**config.mk**
```make
export PLATFORM = sky130hd
export DESIGN_NAME = serial_frame_tx
export DESIGN_NICKNAME = d
export VERILOG_FILES = /design/src/rtl/serial_frame_tx.sv
export SDC_FILE = /design/constraint.sdc
export NUM_CORES = 1
export LEC_CHECK = 0
export BUFFER_PORTS_ARGS = -buffer_cell sky130_fd_sc_hd__buf_2
export CAP_MARGIN = 20
export CELL_PAD_IN_SITES_DETAIL_PLACEMENT = 1
export CELL_PAD_IN_SITES_GLOBAL_PLACEMENT = 2
export CORE_MARGIN = 3
export CORE_UTILIZATION = 34
export CTS_BUF_LIST = sky130_fd_sc_hd__clkbuf_8 sky130_fd_sc_hd__clkbuf_16
export CTS_CLUSTER_SIZE = 16
export DETAILED_ROUTE_END_ITERATION = 10
export MAX_ROUTING_LAYER = met4
export PLACE_DENSITY_LB_ADDON = 0.1
export SETUP_SLACK_MARGIN = 0.3
export SLEW_MARGIN = 20
export SYNTH_ARGS = -nofsm -noshare
export SYNTH_HDL_FRONTEND = slang
export SYNTH_SLANG_ARGS = --single-unit
export TNS_END_PERCENT = 100
```
**constraint.sdc**
```tcl
create_clock -name clk -period 3.8 [get_ports clk]
set_input_delay 0.38 -clock clk [delete_from_list [all_inputs] [get_ports clk]]
set_output_delay 0.38 -clock clk [all_outputs]
set_load 0.005 [all_outputs]
```
**src/rtl/serial_frame_tx.sv**
```systemverilog
// rtl/serial_frame_tx.sv - framed serial transmitter: start, LSB-first data, optional parity, stop
module serial_frame_tx #(
  parameter int DATA_BITS  = 8,
  parameter int PARITY_EN  = 1,
  parameter int PARITY_ODD = 0,
  parameter int BIT_CYCLES = 1
) (
  input  logic                 clk,
  input  logic                 areset,
  input  logic                 in_valid,
  input  logic [DATA_BITS-1:0] in_data,
  output logic                 in_ready,
  output logic                 out,
  output logic                 busy,
  output logic                 done
);

  localparam int CW = (BIT_CYCLES > 1) ? $clog2(BIT_CYCLES) : 1;
  localparam int BW = (DATA_BITS > 1) ? $clog2(DATA_BITS) : 1;
  localparam logic [CW-1:0] CYC_LAST = CW'(BIT_CYCLES - 1);
  localparam logic [BW-1:0] BIT_LAST = BW'(DATA_BITS - 1);

  typedef enum logic [2:0] {
    S_IDLE,
    S_START,
    S_DATA,
    S_PARITY,
    S_STOP
  } state_t;

  state_t               state_q, state_d;
  logic [CW-1:0]        cyc_q, cyc_d;
  logic [BW-1:0]        bit_q, bit_d;
  logic [DATA_BITS-1:0] shift_q, shift_d;
  logic                 par_q, par_d;
  logic                 out_q, out_d;
  logic                 busy_q, busy_d;
  logic                 done_q, done_d;
  logic                 last_cyc;
  logic                 accept;

  always_comb begin
    state_d  = state_q;
    cyc_d    = cyc_q;
    bit_d    = bit_q;
    shift_d  = shift_q;
    par_d    = par_q;
    last_cyc = (cyc_q == CYC_LAST);
    in_ready = (state_q == S_IDLE) || ((state_q == S_STOP) && last_cyc);
    accept   = in_valid && in_ready && !areset;

    if (state_q != S_IDLE) begin
      cyc_d = last_cyc ? '0 : cyc_q + CW'(1);
    end

    case (state_q)
      S_IDLE: begin
        if (accept) begin
          state_d = S_START;
          cyc_d   = '0;
          shift_d = in_data;
          par_d   = (^in_data) ^ (PARITY_ODD != 0);
        end
      end
      S_START: begin
        if (last_cyc) state_d = S_DATA;
      end
      S_DATA: begin
        if (last_cyc) begin
          if (bit_q == BIT_LAST) begin
            bit_d   = '0;
            state_d = (PARITY_EN != 0) ? S_PARITY : S_STOP;
          end else begin
            bit_d   = bit_q + BW'(1);
            shift_d = shift_q >> 1;
          end
        end
      end
      S_PARITY: begin
        if (last_cyc) state_d = S_STOP;
      end
      S_STOP: begin
        if (last_cyc) begin
          if (accept) begin
            // back-to-back: reload and go straight to the next start bit
            state_d = S_START;
            cyc_d   = '0;
            shift_d = in_data;
            par_d   = (^in_data) ^ (PARITY_ODD != 0);
          end else begin
            state_d = S_IDLE;
          end
        end
      end
      default: state_d = S_IDLE;
    endcase

    // outputs are registered from the next state so the line changes on the accept edge
    case (state_d)
      S_START:  out_d = 1'b0;
      S_DATA:   out_d = shift_d[0];
      S_PARITY: out_d = par_d;
      default:  out_d = 1'b1;
    endcase
    busy_d = (state_d != S_IDLE);
    done_d = (state_d == S_STOP) && (cyc_d == CYC_LAST);
  end

  always_ff @(posedge clk) begin
    if (areset) begin
      state_q <= S_IDLE;
      cyc_q   <= '0;
      bit_q   <= '0;
      shift_q <= '0;
      par_q   <= 1'b0;
      out_q   <= 1'b1;
      busy_q  <= 1'b0;
      done_q  <= 1'b0;
    end else begin
      state_q <= state_d;
      cyc_q   <= cyc_d;
      bit_q   <= bit_d;
      shift_q <= shift_d;
      par_q   <= par_d;
      out_q   <= out_d;
      busy_q  <= busy_d;
      done_q  <= done_d;
    end
  end

  assign out  = out_q;
  assign busy = busy_q;
  assign done = done_q;

endmodule

```
Word-level counts from Yosys, hierarchy flattened
Index checks and enable logic that the tools add are counted.
{ "word_totals": {"regBits": 19, "in_bits": 11, "out_inout_bits": 4} }
{ "op_classes": {"n_addsub": 2, "eq_ne": 12, "muxes": 23, "n_bitwise": 2, "n_reduce_logical": 13} }
{ "op_table": {"columns": ["operator", "count"], "rows": [
  ["two-way mux 8 bit", 4],
  ["case mux 8 bit (3 select lines)", 1],
  ["two-way mux 3 bit", 7],
  ["case mux 3 bit (5 select lines)", 1],
  ["== test 3 x 2 -> 1 bit, second input constant", 4],
  ["== test 3 bit, second input constant", 3],
  ["nonzero test 3 bit", 3],
  ["XOR reduction 8 bit", 1],
  ["two-way mux 1 bit", 7],
  ["== test 3 x 1 -> 1 bit, second input constant", 2],
  ["inequality test 2 bit, second input constant", 3],
  ["logical AND 1 bit", 4],
  ["case mux 1 bit (2 select lines)", 2],
  ["AND reduction 4 bit", 1],
  ["adder 3 x 1 -> 3 bit, second input constant", 1],
  ["logical NOT 3 bit", 1],
  ["case mux 1 bit (3 select lines)", 1],
  ["NOT 1 bit", 2],
  ["AND reduction 2 bit", 1],
  ["adder 1 bit, second input constant", 1],
  ["logical NOT 1 bit", 1],
  ["logical OR 1 bit", 1]
]} }

Longest topological paths before layout
Gate-level depths: netlist (run 1).
{ "depth": {"depth_word": 10, "ltp_mapped": 6} }

Worst setup path before layout (run 1)
OpenSTA, ideal clock, no wires.
{ "synth_path": {"path_kind": "register to register", "from": "register bit_q[0]", "to": "register out_q (netlist: out)", "setup_time_ns": 0.130, "arrival_time_ns": 1.688, "path_slack_ns": 1.982, "path_stages_with_launch": 7, "synth_period_minus_slack_ns": 1.818, "path_cell_list": "dfxtp_1 ha_1 ha_1 or3b_1 a2111o_1 o31ai_1 a31oi_1"} }
{ "synth_between": {"elab_chain_len": 6, "elab_cells_between_ends": 11, "classes_between": "eq/ne (4); mux (7)"} }
{ "synth_lines": {"columns": ["item", "line_no", "text"], "rows": [
  ["start: declaration", "33", "logic [BW-1:0] bit_q, bit_d;"],
  ["start signal: assignment", "122", "bit_q <= bit_d;"],
  ["== test 3 bit (*)", "70", "if (bit_q == BIT_LAST) begin"],
  ["two-way mux 3 bit", "70", null],
  ["two-way mux 3 bit", "69", "if (last_cyc) begin"],
  ["case mux 3 bit (5 select lines)", "56", "case (state_q)"],
  ["== test 3 x 2 -> 1 bit or == test 3 x 1 -> 1 bit (tied branches)", "99", "case (state_d)"],
  ["case mux 1 bit (3 select lines) (*)", "99", null],
  ["end signal: assignment", "125", "out_q <= out_d;"],
  ["end: declaration", "36", "logic out_q, out_d;"]
]} }
Every way passes the cells marked *; elsewhere a longest branch is shown, timed or not. The select of a mux whose other input is x is not followed.
A chain may end at the register's enable or synchronous reset.

Worst setup path in the final report (run 1)
Ends and elaborated chain as after synthesis.

==> reports/metrics.yaml, run 1 <==
route:
  routed_wirelength_um: 2120
  drtPass1Iterations: 4
  drtAntennaViolNets: 0
  via_count: 804
  vias_per_cell: 5.47
  drt-initial-drc-count: 20
  route.detailed.drc: 0
  drt-wirelength-per-cell_um: 14.4
sta:
  worst_slack_ps: 1830
  worstMarginPinSlew_ps: 761
  finalMaxSlewViolations: 0
  setup_viol: 0
  period_needed_ps: 1970
  max_freq_mhz: 507
  tns_ps: 0
  fin_crit_sh: 0.519
  slew_headroom: 0.493
  rsz0062_at_grt: "false"
  hold_viol: 0
  fin_skew_ps: 1.06
place:
  postPlaceCellArea_um2: 995
  io_buffers: 14
  dpl.hpwl_um: 1570
  place.gp.congestion: 0.697
  pre_cts_ws_ps: 1860
die:
  pin_count: 15
  initial_utilization: 0.363
  die_area_um2: 3350
  die_h_um: 57.9
  core_area_um2: 2520
  die_width_um: 57.9
  rows: 18
finish:
  drive_above_1_share: 0.162
  antennaDiodeCount: 0
  multi_input_area_um2: 488
  fin_area_um2: 1040
  final.fill_count: 315
  syn2layout_area_growth_pct: 13.7
  seqCellArea_um2: 380
  nNetsFinal: 131
clock_tree:
  cts_buffers: 3
  cts_sinks: 19
  htreeDepth: 1
  cts_setup_buffers: 0
  cts_hold_buf: 0
  clk_root_buffer_cell: "clkbuf_8"
  path_clk_slew_ps: 70
  insertion_delay_ps: 250
  cts_resized: 0
  clock_path_buffers: 2
  cts_tree: "built"
synthesis:
  synth_top_family_by_area: "compound AO/OA/AOI/OAI gates"
  yosys.area_share.simple: 0.194
  synth_edf_count: 0
  synth-xor-area-share: 0.0670
  synthAdderAreaFrac: 0.0274
  syn-num-nets: 118
  synth_area_per_cell_um2: 8.71
  synthMuxAreaShare: 0.0109
  synthArstFlopShare: 0
  synth_area_um2: 915
  synth_seq_cells: 19
  synth-compound-area-share: 0.234
  synthCells: 105
  synthFlopType: "dfxtp_1"
  yosysWarnings: 0
  seq_area_frac_synth: 0.416
  ys_types: 32
grt:
  grt-ovfl-total: 0
  grt_pass1_wl_um: 3610
  grt_pass1_vias: 828
  grt_usage: 0.146
  grt_max_degree: 22
  grt_antenna_before_repair: 0
pwr:
  power_density_nw_per_um2: 394
  power.leakage_nw: 0.391
  vdd.ir_drop.worst_uv: 170
worst_setup_path:
  critPathMaxFanout: 5
  criticalPathCategory: "reg -> reg"
  cp.required_ps: 3930
  critPathLaunchType: "register"
  crit_path_end_kind: "register"
  arrival_ps: 2100
job:
  maxCapViolations: 0
min_path:
  min_path_type: "in -> reg"
outcome:
  outcome: "finished, final reports clean"
report_power, final:
part           internal, mW  switching, mW  leakage [nW]
combinational        0.0265         0.0322         0.209
clock                0.0718         0.0648        0.0269
sequential            0.209        0.00614         0.155
total                 0.307          0.103         0.391
registers in the layout, summed over array words and instances, names as in the netlist:
register,cells
busy,1
out,1
cyc_q,1
done,1
par_q,1
shift_q,8
state_q,3
bit_q,3
path summary, 6_finish.rpt:
| kind | from | to | slack, ps | depth (start not counted) |
|---|---|---|---|---|
| max | bit_q[0] | out | 1830 | 6 |
| min | in_data[7] | shift_q[7] | 380 | 2 |
| max reg2reg | bit_q[0] | out | 1830 | 6 |
| min reg2reg | shift_q[1] | shift_q[1] | 460 | 2 |
stage by stage:
step | utilization | power [mW] | hold WS [ps] | cells
CTS | 0.412 | 0.421 | 375 | 147
detailed placement | 0.394 | 0.279 | 455 | 143
global placement | 0.394 | 0.277 | 445 | 143
floorplan | - | 0.259 | 437 | 105
finish | 0.412 | 0.410 | 380 | 147
global route | 0.412 | 0.433 | 402 | 147
cell usage in the layout (no fill, tap or decap), types with 2 or more instances in the layout:
cell type / instances
ha_1: 2
buf_2: 14
nand2_1: 13
a211oi_1: 2
clkbuf_8: 3
nor3b_1: 2
a31oi_1: 2
a21oi_1: 11
dfxtp_1: 19
a22oi_1: 8
a32oi_1: 2
xnor2_1: 7
nor2_1: 9
inv_1: 6
synthesized netlist by cell type, types with 2 or more instances:
master    count  area, um^2
a21oi_1      11        55.1
buf_2         4        20.0
a211oi_1      2        15.0
nor3b_1       2        15.0
inv_1         5        18.8
xnor2_1       7        61.3
nand2_1      13        48.8
a31oi_1       2        12.5
a22oi_1       8        60.1
a32oi_1       2        17.5
nor2_1        9        33.8
dfxtp_1      19         380
ha_1          2        25.0
worst max-delay path, stage by stage (launching register included):
cell	delay, ps
dfxtp_1	370
ha_1	160
ha_1	260
or3b_1	370
a2111o_1	420
o31ai_1	210
a31oi_1	70
routing by layer:
layer  vias up  global-route usage  wire length [um]
li1        401                   -                 -
met1       385               0.152               920
met2        14               0.261              1080
met3         4              0.0267                81
met4         0              0.0695                31
met5         -                   -                 0
logic make-up (layout without fill, tap and decap cells):
logic type | after synthesis | in the layout
flops | 19 | 19
buf+inv | 11 | 23
compound gates | 31 | 31
xor+xnor | 7 | 7
mux | 1 | 1
simple gates | 34 | 34
fa+ha+maj | 2 | 2
area by class of cell:
class	count	area share
flip-flops and latches	19	0.366
multi-input cells	75	0.469
inverters	5	0.0181
well taps	30	0.0361
repair buffers	14	0.0674
clock buffers	3	0.0397
clock inverters	1	0.00361
(Power assumes the default switching activity.)
==> run 2: changes to the inputs <==
- CORE_UTILIZATION: 34 -> 32
- clock period: 3.8 -> 1.85 ns (I/O delays scaled with it)
==> reports/metrics.yaml, run 2 (synthesized netlist as in run 1, its figures left out) <==
outcome:
  outcome: "finished, final reports clean"
die:
  core_area_um2: 2590  # +2.7%
  pin_count: 15  # unchanged
  die_h_um: 59.5  # +2.8%
  die_width_um: 59.5  # +2.8%
  die_area_um2: 3540  # +5.6%
  initial_utilization: 0.353  # -0.00946
  rows: 18  # unchanged
grt:
  grt_pass1_vias: 864  # +4.3%
  grt-ovfl-total: 0  # unchanged
  grt_pass1_wl_um: 3800  # +5.2%
  grt_antenna_before_repair: 0  # unchanged
  grt_max_degree: 16  # -27%
  grt_usage: 0.146  # about the same
sta:
  rsz0062_at_grt: "true"
  setup_viol: 0  # unchanged
  hold_viol: 0  # unchanged
  worstMarginPinSlew_ps: 423  # -339 ps
  fin_skew_ps: 2.82  # +1.76 ps
  finalMaxSlewViolations: 0  # unchanged
  max_freq_mhz: 602  # +19%
  period_needed_ps: 1660  # -311 ps
  tns_ps: 0  # unchanged
  slew_headroom: 0.714  # +0.222
  fin_crit_sh: 0.898  # +0.379
finish:
  top_register: "shift_q"
  syn2layout_area_growth_pct: 30.0
  reg_top3: "shift_q x8, bit_q x3, state_q x3"
  drive_above_1_share: 0.326  # +0.163
  nNetsFinal: 143  # +9.2%
  antennaDiodeCount: 0  # unchanged
  layout_commonest_cell: "buf_2"
  largest_reg_flops: 8  # unchanged
  mostFrequentLayoutCells: "buf_2 (14), nand2_1 (13), dfxtp_1 (13), a21oi_1 (11), buf_4 (10)"
  fin_area_um2: 1190  # +14%
clock_tree:
  path_clk_slew_ps: 70  # about the same
  cts_sinks: 19  # unchanged
  clock_path_buffers: 2  # unchanged
  insertion_delay_ps: 260  # about the same
  cts_hold_buf: 0  # unchanged
  htreeDepth: 1  # unchanged
  cts_buffers: 3  # unchanged
  clk_root_buffer_cell: "clkbuf_8"
  cts_tree: "built"
pwr:
  vdd.ir_drop.worst_uv: 393  # +130%
  power.leakage_nw: 0.473  # +21%
  power_density_nw_per_um2: 730  # +85%
worst_setup_path:
  path_cells: "ha_4, ha_4, or3b_1, a2111o_1, o31ai_2, a31oi_1"
  crit_path_end_kind: "register"
  criticalPathCategory: "reg -> reg"
  cp.buffers_inverters: 0  # unchanged
  cp_top_family: "compound AO/OA/AOI/OAI gates"
  max_stage_delay_ps: 370  # -50 ps
  cp_common_cell: "ha_4"
  critPathLaunchType: "register"
  reg2reg_from: "bit_q[1]"
  arrival_ps: 1800  # -300 ps
  critPathMaxFanout: 2  # -3
  cp.required_ps: 1990  # -1940 ps
  crit_path_start: "bit_q[1]"
  slowest_stage: "a2111o_1"
place:
  dpl.hpwl_um: 1680  # +6.7%
  place.gp.congestion: 0.733  # +5.2%
  io_buffers: 14  # unchanged
  postPlaceCellArea_um2: 1070  # +7.3%
min_path:
  worstHoldStart: "in_data[7]"
  min_path_type: "in -> reg"
route:
  drtAntennaViolNets: 0  # unchanged
  via_count: 856  # +6.5%
  drt-initial-drc-count: 17  # -15%
  routed_wirelength_um: 2230  # +5.5%
  route.detailed.drc: 0  # unchanged
  vias_per_cell: 5.38  # -1.6%
  drtPass1Iterations: 4  # unchanged
  drt-wirelength-per-cell_um: 14.1  # -2.4%
job:
  maxCapViolations: 0  # unchanged
[run 2: changes by cell type in the layout (fill, tap and decap cells not counted), sizes merged]
cell / before / now
buf: 14 / 25
dlymetal6s2s: 0 / 1
[run 2: path summary, 6_finish.rpt]
check	slack [ps]	cells after the start	end
worst min register to register	460	2	shift_q[4]
worst min-delay path	170	2	shift_q[7]
worst max register to register	190	6	out
worst max-delay path	190	6	out
[run 2: area by class of cell]
type	count	area (um^2)
clock inverter	1	3.75
tap	30	37.5
multi-input combinational	75	528
fill	319	1400
clock buffer	3	41.3
timing repair buffer	26	169
sequential	19	390
inverter	5	18.8
[run 2: repair_timing]
| action | in CTS | in global routing |
|---|---|---|
| setup endpoints to repair | 10 | 11 |
| resized for setup | 4 | 6 |
| hold endpoints to repair | 0 | 0 |
| buffers inserted | 2 | 4 |
| pin swaps | 3 | 1 |
[run 2: through the flow]
step | instances | power (mW) | hold slack (ps) | utilization | setup WS [ps]
2_1_floorplan | 105 | 0.533 | 311 | - | 149
4_1_cts | 155 | 0.876 | 172 | 0.438 | 159
3_3_place_gp | 149 | 0.579 | 434 | 0.412 | 134
3_5_place_dp | 149 | 0.583 | 444 | 0.412 | 129
5_1_grt | 159 | 0.917 | 185 | 0.459 | 122
6_report | 159 | 0.867 | 168 | 0.459 | 189
[run 2: layer usage]
layer  up-vias  GRT usage  wire (um)
met5         -          -          0
met1       413      0.167        998
li1        426          -          -
met3         4     0.0261         63
met4         0     0.0583         27
met2        13      0.248       1140
[run 2: power breakdown]
group | internal, mW | switching [mW]
Sequential | 0.428 | 0.0132
Clock | 0.148 | 0.142
Combinational | 0.0672 | 0.0699
